### config.mk
export PLATFORM = sky130hd
export DESIGN_NAME = branch_redirect_ctrl
export DESIGN_NICKNAME = d
export VERILOG_FILES = /design/src/rtl/branch_ctrl_pkg.sv /design/src/rtl/branch_redirect_ctrl_stats.sv /design/src/rtl/branch_redirect_ctrl.sv
export SDC_FILE = /design/constraint.sdc
export NUM_CORES = 1
export LEC_CHECK = 0
export BUFFER_PORTS_ARGS = -buffer_cell sky130_fd_sc_hd__buf_4
export CAP_MARGIN = 20
export CORE_MARGIN = 1
export CORE_UTILIZATION = 40
export CTS_CLUSTER_DIAMETER = 30
export DETAILED_ROUTE_END_ITERATION = 10
export MAX_ROUTING_LAYER = met4
export PLACE_DENSITY = 0.88
export SLEW_MARGIN = 20
export SYNTH_ARGS = -nofsm -noshare
export SYNTH_HDL_FRONTEND = slang
export SYNTH_SLANG_ARGS = --single-unit
### constraint.sdc
create_clock -name clk -period 3.1 [get_ports clk]
set_clock_uncertainty 0.1 [all_clocks]
set_input_delay 0.62 -clock clk [delete_from_list [all_inputs] [get_ports clk]]
set_output_delay 0.62 -clock clk [all_outputs]
set_load 0.01 [all_outputs]
### src/rtl/branch_ctrl_pkg.sv
// Shared types and defaults for the branch redirect controller.
package branch_ctrl_pkg;

  localparam int ADDR_W_DEFAULT = 32;

  typedef enum logic [1:0] {
    BRC_IDLE,
    BRC_WAIT_DS,
    BRC_REDIRECT
  } brc_state_t;

endpackage

### src/rtl/branch_redirect_ctrl_stats.sv
// branch_stats: saturating taken/not-taken counters, cleared only by rst.
module branch_stats #(
  parameter int unsigned STAT_W = 32
) (
  input  logic              clk,
  input  logic              rst,
  input  logic              inc_taken,
  input  logic              inc_not_taken,
  output logic [STAT_W-1:0] stat_taken,
  output logic [STAT_W-1:0] stat_not_taken
);

  always_ff @(posedge clk) begin
    if (rst) begin
      stat_taken     <= '0;
      stat_not_taken <= '0;
    end else begin
      if (inc_taken && (stat_taken != '1))
        stat_taken <= stat_taken + STAT_W'(1);
      if (inc_not_taken && (stat_not_taken != '1))
        stat_not_taken <= stat_not_taken + STAT_W'(1);
    end
  end

endmodule

### src/rtl/branch_redirect_ctrl.sv
// Turns an EX-stage taken branch into a valid/ready fetch redirect after the delay slot exists.
// Optional statistics counters are built only when BRANCH_STATS_EN is defined.
module branch_redirect_ctrl
  import branch_ctrl_pkg::*;
#(
  parameter int unsigned ADDR_W = ADDR_W_DEFAULT,
  parameter int unsigned STAT_W = 32
) (
  input  logic              clk,
  input  logic              rst,
  input  logic              ex_valid,
  input  logic              ex_is_branch,
  input  logic              ex_stall,
  input  logic              ex_branch_taken,
  input  logic [ADDR_W-1:0] ex_branch_addr,
  input  logic              ds_valid,
  input  logic              exc_flush,
  input  logic              redirect_ready,
  output logic              redirect_valid,
  output logic [ADDR_W-1:0] redirect_pc,
  output logic              flush_if,
  output logic              stall_ex,
  output logic [STAT_W-1:0] stat_taken,
  output logic [STAT_W-1:0] stat_not_taken
);

  brc_state_t state, state_next;
  logic       accept;
  logic       fire;

  always_comb begin
    accept   = ex_valid & ex_is_branch & ~ex_stall & (state == BRC_IDLE) & ~exc_flush;
    // exception owns the flush, so a coincident handshake is not a fire
    fire     = redirect_valid & redirect_ready & ~exc_flush;
    flush_if = fire;
    stall_ex = ex_valid & ex_is_branch & (state != BRC_IDLE) & ~exc_flush;
  end

  always_comb begin
    state_next = state;
    if (exc_flush) begin
      state_next = BRC_IDLE;
    end else begin
      unique case (state)
        BRC_IDLE:
          if (accept && ex_branch_taken)
            state_next = ds_valid ? BRC_REDIRECT : BRC_WAIT_DS;
        BRC_WAIT_DS:
          if (ds_valid)
            state_next = BRC_REDIRECT;
        BRC_REDIRECT:
          if (fire)
            state_next = BRC_IDLE;
        default:
          state_next = BRC_IDLE;
      endcase
    end
  end

  always_ff @(posedge clk) begin
    if (rst) begin
      state          <= BRC_IDLE;
      redirect_valid <= 1'b0;
      redirect_pc    <= '0;
    end else begin
      state          <= state_next;
      redirect_valid <= (state_next == BRC_REDIRECT);
      if (exc_flush)
        redirect_pc <= '0;
      else if (accept && ex_branch_taken)
        redirect_pc <= ex_branch_addr;
    end
  end

`ifdef BRANCH_STATS_EN
  branch_stats #(
    .STAT_W(STAT_W)
  ) u_stats (
    .clk           (clk),
    .rst           (rst),
    .inc_taken     (accept & ex_branch_taken),
    .inc_not_taken (accept & ~ex_branch_taken),
    .stat_taken    (stat_taken),
    .stat_not_taken(stat_not_taken)
  );
`else
  assign stat_taken     = '0;
  assign stat_not_taken = '0;
`endif

endmodule

==> results of run 1 <==
logic make-up after synthesis:
logic type,Yosys count,synth area share (%)
flip-flops,35,37.2
buffers and inverters,81,30.3
AO/OA/AOI/OAI,67,18.2
AND/OR/NAND/NOR,45,14.1
other,1,0.199
synth_stat cells, drive strengths merged:
cell type	n
a31oi	2
clkbuf	10
nor2	3
a21oi	33
or2	1
nor4b	1
and3b	1
nor4	1
nand3	32
nand3b	3
nand4b	1
or4b	1
o21ai	32
buf	71
dfxtp	35
nand2	1
conb	1
how the worst max path moves through the flow:
stage	from	end	cells after the start
global placement	exc_flush	redirect_pc[31]	5
global route	exc_flush	stall_ex	5
CTS	exc_flush	stall_ex	5
detailed placement	exc_flush	redirect_pc[15]	5
floorplan	exc_flush	stall_ex	3
finish	exc_flush	stall_ex	5
worst register-to-register path, stage by stage, from the launching register on:
cell,delay [ns]
dfxtp_1,0.38
nor4b_4,0.60
buf_4,0.37
nand3_1,0.12
a21oi_1,0.16
power by group through the flow:
stage | clock network [uW] | logic [uW] | registers (uW)
final | 356 | 121 | 453
after global routing | 399 | 132 | 453
after CTS | 367 | 120 | 453
after detailed placement | 0 | 120 | 463
after global placement | 0 | 120 | 463
after floorplan | 0 | 132 | 464
per-stage QoR:
step           util [%]  instance area [um^2]
3_5_place_dp       49.5                  2200
6_report           51.7                  2300
2_1_floorplan         -                  2120
5_1_grt            51.7                  2300
3_3_place_gp       49.5                  2200
4_1_cts            51.7                  2300
registers in the layout (all words and copies together), names as in the netlist:
name and flops:
state 2, redirect_valid 1, redirect_pc 32
per-layer routing:
layer	vias up	wire length (um)	GRT usage (%)
met5	-	0	-
met4	0	9	2.67
met3	2	387	4.70
met2	94	2060	27.0
met1	744	1520	19.4
li1	792	-	-
final cells by class:
class | count | area [um^2] | share of cell area [%]
Clock buffer | 8 | 100 | 4.35
Timing Repair Buffer | 78 | 586 | 25.5
Multi-Input combinational cell | 176 | 847 | 36.9
Sequential cell | 35 | 701 | 30.5
Tap cell | 52 | 65.1 | 2.83
cells in the final DEF (no fill, tap or decap):
| cell type | n |
|---|---|
| o21ai_2 | 1 |
| a21oi_1 | 33 |
| a31oi_1 | 2 |
| dfxtp_1 | 35 |
| nor2_1 | 3 |
| nand2_1 | 1 |
| o21ai_0 | 2 |
| clkbuf_1 | 1 |
| nand4b_1 | 1 |
| or4b_4 | 1 |
| or2_2 | 1 |
| nor4b_4 | 1 |
| and3b_1 | 1 |
| nand3_1 | 32 |
| clkbuf_8 | 7 |
| nand3b_1 | 3 |
| buf_4 | 78 |
| conb_1 | 64 |
| nor4_1 | 1 |
| o21ai_1 | 29 |
==> run_results.csv, run 1 <==
group,metric,value,unit
placed_design,preCtsSetupSlack,0.936,ns
min_path,hold_end,"redirect_pc[0]",
global_routing,grt_overflow,0,
cells_and_area,fill_cells,455,
critical_path,cp_max_fo,33,
floorplanning,fp.dieW,70.6,um
timing,rsz0062_at_grt,"no",
power_and_ir_drop,power_switching,232,uW
timing,maxSlewViolCount,0,
critical_path,slowest_stage,"buf_4",
critical_path,crit_path_start_kind,"input pin",
cts,htree_levels,2,
power_and_ir_drop,leakagePower,0.00102,uW
routing,drc,20,
timing,setup_viol,0,
timing,whs,0.371,ns
critical_path,reg2reg_from,"state[0]",
yosys,yosysWarnings,0,
timing,worstMarginPinSlew,0.698,ns
floorplanning,row_count,24,
min_path,holdPathStages,2,
yosys,synth-seq-cells,35,
cells_and_area,num_antenna_cells,0,
floorplanning,die_area,0.00498,mm^2
floorplanning,io-pin-count,140,
critical_path,reg2regPathDepth,4,
critical_path,path_cells,"buf_4 > nand3b_1 > buf_4 > nor2_1 > buf_4",
yosys,netlist.area_leader.share,37.2,%
power_and_ir_drop,combPwrFrac,13.0,%
cts,post_cts_resized,0,
floorplanning,start_util,42.3,%
power_and_ir_drop,cellPowerDensity,404,mW/mm^2
yosys,synth_area_leaders,"dfxtp_1 (37%), buf_4 (26%), a21oi_1 (8.8%), nand3_1 (8.5%), o21ai_1 (7.7%)",
yosys,netlist_area,0.00188,mm^2
cells_and_area,final_layout_size_suffix_gt1_share,30.0,%
min_path,holdCritPathClass,"flip-flop to flip-flop",
yosys,yosysSeqAreaShare,37.2,%
placed_design,gp_congestion,0.656,
placed_design,placedCellCount,341,
cts,cts_buffers,5,
cts,cts_tree,"yes",
timing,relSlewSlack,53.5,%
yosys,syn-mean-instance-area,8.22,um^2
timing,setup_slack,0.981,ns
floorplanning,core,0.00444,mm^2
global_routing,grt_use_total,16.0,%
global_routing,grt_max_degree,36,
routing,post_drt_via_cell_ratio,4.68,
timing,period_share,68.3,%
timing,layout_min_cycle_time,2.12,ns
placed_design,hpwl,2800,um
power_and_ir_drop,peakVddDrop,0.177,mV
critical_path,cpLargestDelayFamily,"buffers and inverters",
status,failed_checks,"DRC",
routing,wl,3980,um
critical_path,path_common_cell,"buf_4",
routing,firstDrtPassIters,8,
power_and_ir_drop,p_total,930,uW
critical_path,cp_slowest_stage_delay,0.24,ns
critical_path,endpoint_kind,"output pin",
cts,root_buffer,"clkbuf_8",
cts,cts.clk_slew.worst_paths,0.07,ns
global_routing,antenna_found_initial,0,
power_and_ir_drop,pwr-share-seq,48.7,%
cts,postCtsHoldBufs,0,
critical_path,cp.arrival,1.40,ns
cts,postCtsSetupRepairBufs,0,
min_path,hold_start,"redirect_pc[0]",
timing,tns,0,ns
cells_and_area,areaGrowthSynthToFinish,22.1,%
yosys,synth_cells,229,
timing,fmax,472,MHz
cts,insertion_delay,0.27,ns
global_routing,grt_pass1_vias,1376,
routing,drtIter0Drc,75,
critical_path,path_buf_inv,3,
yosys,synth_cell_types,22,
critical_path,critPathKind,"input pin to output pin",
critical_path,cp.required,2.38,ns
status,status,"finished with violations",
critical_path,rrSetupSlack,1.29,ns
placed_design,port_buffers,75,
cells_and_area,nets,337,
cts,cts.path.max_buffers,2,
critical_path,r2r_end,"redirect_pc[2]",
timing,final_hold_viol_count,0,
cts,clock-sinks,35,
power_and_ir_drop,p_int,697,uW
routing,vias,1632,
power_and_ir_drop,pwr-share-clk,38.3,%
routing,drtAntennaViolNets,0,
yosys,yosys.area.top_type,"dfxtp_1",
routing,routedWlPerCell,11.4,um
job,cap_violations,0,
global_routing,grt_first_pass_wirelength,6240,um
power_and_ir_drop,swShare,25.0,%
floorplanning,fp.dieH,70.6,um
cells_and_area,stdcell_count,349,
Power figures use the tool's default switching activity.
==> run 2: changes to the inputs <==
--- a/config.mk
+++ b/config.mk
@@ -8,11 +8,11 @@
 export BUFFER_PORTS_ARGS = -buffer_cell sky130_fd_sc_hd__buf_4
 export CAP_MARGIN = 20
 export CORE_MARGIN = 1
-export CORE_UTILIZATION = 40
+export CORE_UTILIZATION = 36
 export CTS_CLUSTER_DIAMETER = 30
 export DETAILED_ROUTE_END_ITERATION = 10
 export MAX_ROUTING_LAYER = met4
-export PLACE_DENSITY = 0.88
+export PLACE_DENSITY = 0.84
 export SLEW_MARGIN = 20
 export SYNTH_ARGS = -nofsm -noshare
 export SYNTH_HDL_FRONTEND = slang
==> constraint.sdc (replaced) <==
create_clock -name clk -period 1.85 [get_ports clk]
set_clock_uncertainty 0.1 [all_clocks]
set_input_delay 0.37 -clock clk [delete_from_list [all_inputs] [get_ports clk]]
set_output_delay 0.37 -clock clk [all_outputs]
set_load 0.01 [all_outputs]
==> run 2 against run 1 <==
Largest cell class unchanged; via count down 0.80%; total power increased by 63%; combinational power up 74%; critical endpoint is now redirect_pc[8]; final cell count grew 6.0%; register-to-register slack got worse by 1.0 ns; the flow now finishes without violations; highest routed layer unchanged; count of clock-buffer cells in the layout is 2 lower; sequential share of layout area fell by 0.76 points.
==> run_results.csv, run 2 (synthesis results as in run 1) <==
group,metric,value,unit
status,status,"finished, final reports clean",
floorplanning,row_count,25,
cells_and_area,final_cell_mix,"buf_4 (85), conb_1 (64), dfxtp_1 (35)",
power_and_ir_drop,swShare,25.6,%
cells_and_area,areaGrowthSynthToFinish,25.3,%
placed_design,hpwl,3040,um
placed_design,post_dp_cell_area,0.00227,mm^2
routing,drtIter0Drc,60,
cells_and_area,num_antenna_cells,0,
cells_and_area,seq_area,701,um^2
routing,drtAntennaViolNets,0,
power_and_ir_drop,p_int,1130,uW
global_routing,grt_first_pass_wirelength,6020,um
timing,final_hold_viol_count,0,
cts,cts_tree,"yes",
cells_and_area,top_regs,"redirect_pc (32), state (2), redirect_valid (1)",
timing,worstMarginPinSlew,0.537,ns
timing,maxSlewViolCount,0,
critical_path,cp.required,1.89,ns
floorplanning,fp.dieH,74.3,um
routing,wl,4070,um
cts,root_buffer,"clkbuf_8",
power_and_ir_drop,cellPowerDensity,642,mW/mm^2
cts,cts.path.max_buffers,2,
cts,insertion_delay,0.28,ns
critical_path,path_buf_inv,0,
critical_path,cp_slowest_stage_delay,0.74,ns
cells_and_area,fin_area,0.00236,mm^2
power_and_ir_drop,pwr-share-clk,36.0,%
cells_and_area,layout_commonest_cell,"buf_4",
timing,layout_min_cycle_time,1.61,ns
critical_path,critPathKind,"flip-flop to flip-flop",
cts,cts.clk_slew.worst_paths,0.07,ns
critical_path,crit_path_start_kind,"flip-flop",
timing,relSlewSlack,64.2,%
cts,clock-sinks,35,
critical_path,endpoint_kind,"flip-flop",
power_and_ir_drop,leakagePower,0.00105,uW
floorplanning,start_util,38.6,%
routing,firstDrtPassIters,4,
timing,fmax,623,MHz
critical_path,cp.arrival,1.64,ns
job,cap_violations,0,
timing,period_share,86.8,%
cts,postCtsHoldBufs,0,
cells_and_area,largest_register_ffs,32,
critical_path,slowest_stage,"or4b_4",
cells_and_area,fill_cells,488,
power_and_ir_drop,pwr-share-seq,50.1,%
routing,vias,1619,
global_routing,grt_max_degree,33,
cts,post_cts_resized,0,
floorplanning,core,0.00488,mm^2
cells_and_area,top_register,"redirect_pc",
cells_and_area,multi_input_area,847,um^2
floorplanning,fp.dieW,74.3,um
timing,tns,0,ns
cts,htree_levels,2,
power_and_ir_drop,power_switching,387,uW
floorplanning,io-pin-count,140,
critical_path,cp_max_fo,32,
global_routing,grt_overflow,0,
power_and_ir_drop,peakVddDrop,0.387,mV
cts,cts_buffers,5,
routing,post_drt_via_cell_ratio,4.38,
routing,drc,0,
critical_path,cpLargestDelayFamily,"simple AND/OR/NAND/NOR gates",
global_routing,antenna_found_initial,0,
global_routing,grt_use_total,15.1,%
timing,setup_viol,0,
min_path,holdCritPathClass,"input pin to flip-flop",
critical_path,path_cells,"or4b_4 > o21ai_0 > a21oi_1",
cts,postCtsSetupRepairBufs,0,
cells_and_area,nets,344,
floorplanning,die_area,0.00552,mm^2
routing,routedWlPerCell,11.0,um
placed_design,gp_congestion,0.694,
placed_design,port_buffers,75,
cells_and_area,final_layout_size_suffix_gt1_share,31.7,%
global_routing,grt_pass1_vias,1345,
power_and_ir_drop,combPwrFrac,13.9,%
timing,rsz0062_at_grt,"no",
run 2: cell types whose count changed in the layout (fill, tap and decap cells not counted):
cell      delta
buf_4        +7
clkbuf_1     -1
clkbuf_8     -1
clkinv_2     +1
run 2: through the flow:
stage | util (%) | instances | power, uW | hold slack (ns) | worst slack, ns
2_1_floorplan | - | 292 | 998 | 0.349 | 0.361
3_3_place_gp | 46.5 | 363 | 983 | 0.351 | 0.122
3_5_place_dp | 46.5 | 363 | 985 | 0.360 | 0.123
4_1_cts | 48.3 | 370 | 1530 | 0.156 | 0.262
5_1_grt | 48.3 | 370 | 1580 | 0.170 | 0.176
6_report | 48.3 | 370 | 1510 | 0.166 | 0.245
run 2: worst register-to-register path, stage by stage, from the launching register on:
cell     delay, ns
dfxtp_1       0.31
or4b_4        0.74
o21ai_0       0.22
a21oi_1       0.09
run 2: final cells by class:
type	instances	area share, %
Timing Repair Buffer	85	27.1
Tap cell	67	3.56
Sequential cell	35	29.7
Clock buffer	6	3.50
Multi-Input combinational cell	176	35.9
Clock inverter	1	0.212
run 2: worst paths after layout:
path / start / endpoint / slack (ns) / depth (start not counted)
max reg2reg: state[0] / redirect_pc[8] / 0.24 / 3
min: ds_valid / state[0] / 0.17 / 2
max: state[0] / redirect_pc[8] / 0.24 / 3
min reg2reg: redirect_pc[0] / redirect_pc[0] / 0.37 / 2
run 2: metal layers:
metal,GRT usage [%],part of all wire [%],vias up
li1,-,-,809
met2,25.6,50,78
met3,4.20,7.7,5
met5,-,0,-
met1,16.8,41,727
met4,6.08,0.98,0
run 2: power groups by stage:
stage                     clock network, uW  logic [uW]  registers, uW
after floorplan                           0         221            777
after global placement                    0         207            776
after detailed placement                  0         209            776
after CTS                               566         209            759
after global routing                    587         234            759
final                                   545         211            759
==> run 3: changes to the inputs <==
--- a/config.mk
+++ b/config.mk
@@ -8,11 +8,12 @@
 export BUFFER_PORTS_ARGS = -buffer_cell sky130_fd_sc_hd__buf_4
 export CAP_MARGIN = 20
 export CORE_MARGIN = 1
-export CORE_UTILIZATION = 36
+export CORE_UTILIZATION = 35
 export CTS_CLUSTER_DIAMETER = 30
 export DETAILED_ROUTE_END_ITERATION = 10
+export GPL_ROUTABILITY_DRIVEN = 0
 export MAX_ROUTING_LAYER = met4
-export PLACE_DENSITY = 0.84
+export PLACE_DENSITY = 0.82
 export SLEW_MARGIN = 20
 export SYNTH_ARGS = -nofsm -noshare
 export SYNTH_HDL_FRONTEND = slang
==> run 3 against run 2 <==
Wire length up 0.22%; non-clock buffer count decreased by 1; die area increased by 2.8%; sequential share of layout area is 0.13 points higher; largest cell class unchanged; clock power fell by 4.6%; largest power group unchanged; design area down 0.42%; setup slack better by 0.032 ns; core utilization down 2.6 points; global-route usage decreased by 0.87 points; critical endpoint unchanged; via count is 0.80% lower; critical path depth is the same; fmax rose by 2.0%; highest routed layer unchanged.
==> run_results.csv, run 3 (synthesis results as in run 1) <==
group,metric,value,unit
cts,cts_tree,"yes",
cells_and_area,top_register,"redirect_pc",
critical_path,cp.arrival,1.62,ns
routing,vias,1606,
critical_path,cp.required,1.90,ns
critical_path,cp_max_fo,32,
power_and_ir_drop,swShare,26.2,%
cts,post_cts_resized,0,
timing,maxSlewViolCount,0,
critical_path,reg2regPathDepth,3,
cells_and_area,fill_cells,543,
cts,cts.path.max_buffers,2,
power_and_ir_drop,p_total,1490,uW
critical_path,critPathKind,"flip-flop to flip-flop",
cells_and_area,fin_area,0.00235,mm^2
job,cap_violations,0,
placed_design,preCtsSetupSlack,0.130,ns
timing,rsz0062_at_grt,"no",
global_routing,grt_first_pass_wirelength,5850,um
floorplanning,io-pin-count,140,
critical_path,crit_path_start_kind,"flip-flop",
cts,postCtsHoldBufs,0,
routing,routedWlPerCell,10.9,um
critical_path,reg2reg_from,"state[0]",
power_and_ir_drop,pwr-share-clk,35.0,%
routing,drtAntennaViolNets,0,
cells_and_area,top_regs,"redirect_pc (32), state (2), redirect_valid (1)",
power_and_ir_drop,pwr-share-seq,51.0,%
status,status,"finished, final reports clean",
critical_path,rrSetupSlack,0.28,ns
timing,tns,0,ns
cts,insertion_delay,0.27,ns
routing,post_drt_via_cell_ratio,4.31,
cells_and_area,layout_commonest_cell,"buf_4",
cells_and_area,areaGrowthSynthToFinish,24.7,%
routing,drtIter0Drc,79,
critical_path,r2r_end,"redirect_pc[8]",
global_routing,antenna_found_initial,0,
power_and_ir_drop,leakagePower,0.00104,uW
global_routing,grt_use_total,14.2,%
floorplanning,die_area,0.00567,mm^2
global_routing,grt_max_degree,33,
timing,setup_slack,0.277,ns
timing,period_share,85.0,%
placed_design,post_dp_cell_area,0.00227,mm^2
floorplanning,core,0.00514,mm^2
cells_and_area,nets,343,
min_path,hold_end,"state[0]",
power_and_ir_drop,cellPowerDensity,634,mW/mm^2
floorplanning,fp.dieH,75.3,um
cells_and_area,final_cell_mix,"buf_4 (84), conb_1 (64), dfxtp_1 (35)",
power_and_ir_drop,power_switching,390,uW
floorplanning,row_count,26,
cells_and_area,largest_register_ffs,32,
cts,cts_buffers,5,
cells_and_area,final_layout_size_suffix_gt1_share,31.0,%
cts,clock-sinks,35,
floorplanning,fp.dieW,75.3,um
cts,htree_levels,2,
cells_and_area,num_antenna_cells,0,
min_path,hold_start,"ds_valid",
floorplanning,start_util,36.6,%
global_routing,grt_pass1_vias,1286,
critical_path,endpoint_kind,"flip-flop",
min_path,holdCritPathClass,"input pin to flip-flop",
routing,firstDrtPassIters,4,
cts,postCtsSetupRepairBufs,0,
placed_design,port_buffers,75,
timing,whs,0.173,ns
placed_design,hpwl,3040,um
global_routing,grt_overflow,0,
power_and_ir_drop,combPwrFrac,14.0,%
timing,setup_viol,0,
timing,final_hold_viol_count,0,
min_path,holdPathStages,2,
cts,cts.clk_slew.worst_paths,0.07,ns
routing,drc,0,
timing,fmax,636,MHz
timing,layout_min_cycle_time,1.57,ns
power_and_ir_drop,peakVddDrop,0.301,mV
power_and_ir_drop,p_int,1100,uW
routing,wl,4080,um
cts,root_buffer,"clkbuf_8",
[run 3: worst max-delay path by stage]
stage	startpoint	end	depth (start not counted)
floorplan	state[0]	redirect_pc[1]	4
global placement	ex_stall	redirect_pc[8]	4
detailed placement	ex_stall	redirect_pc[8]	4
finish	state[0]	redirect_pc[8]	3
global route	state[0]	redirect_pc[8]	3
CTS	state[0]	redirect_pc[8]	3
[run 3: stage by stage]
step | utilization [%] | instances
floorplan | - | 292
global placement | 44.1 | 365
detailed placement | 44.1 | 365
CTS | 45.7 | 373
global route | 45.7 | 373
finish | 45.7 | 373
[run 3: worst max-delay path, stage by stage, from the launching register on]
cell,delay (ns)
dfxtp_1,0.31
or4b_4,0.73
o21ai_0,0.22
a21oi_1,0.08
[run 3: area by class of cell]
cell class | instances | area (um^2) | area share, %
clock buffers | 7 | 76.3 | 3.25
clock inverters | 1 | 5.00 | 0.213
well taps | 70 | 87.6 | 3.73
flip-flops and latches | 35 | 701 | 29.9
repair buffers | 84 | 631 | 26.9
multi-input cells | 176 | 847 | 36.1
[run 3: routing by layer]
metal	part of all wire, %	routed length, um	vias to the layer above	GRT usage (%)
met4	0.37	15	0	4.32
li1	-	-	802	-
met3	7.1	291	2	4.50
met2	51	2100	80	24.3
met5	0	0	-	-
met1	41	1670	722	15.9
[run 3: power groups by stage]
| stage | clock network [uW] | registers, uW | logic, uW |
|---|---|---|---|
| CTS | 546 | 758 | 207 |
| detailed placement | 0 | 776 | 207 |
| floorplan | 0 | 777 | 221 |
| global placement | 0 | 776 | 205 |
| finish | 520 | 759 | 209 |
| global route | 590 | 758 | 232 |
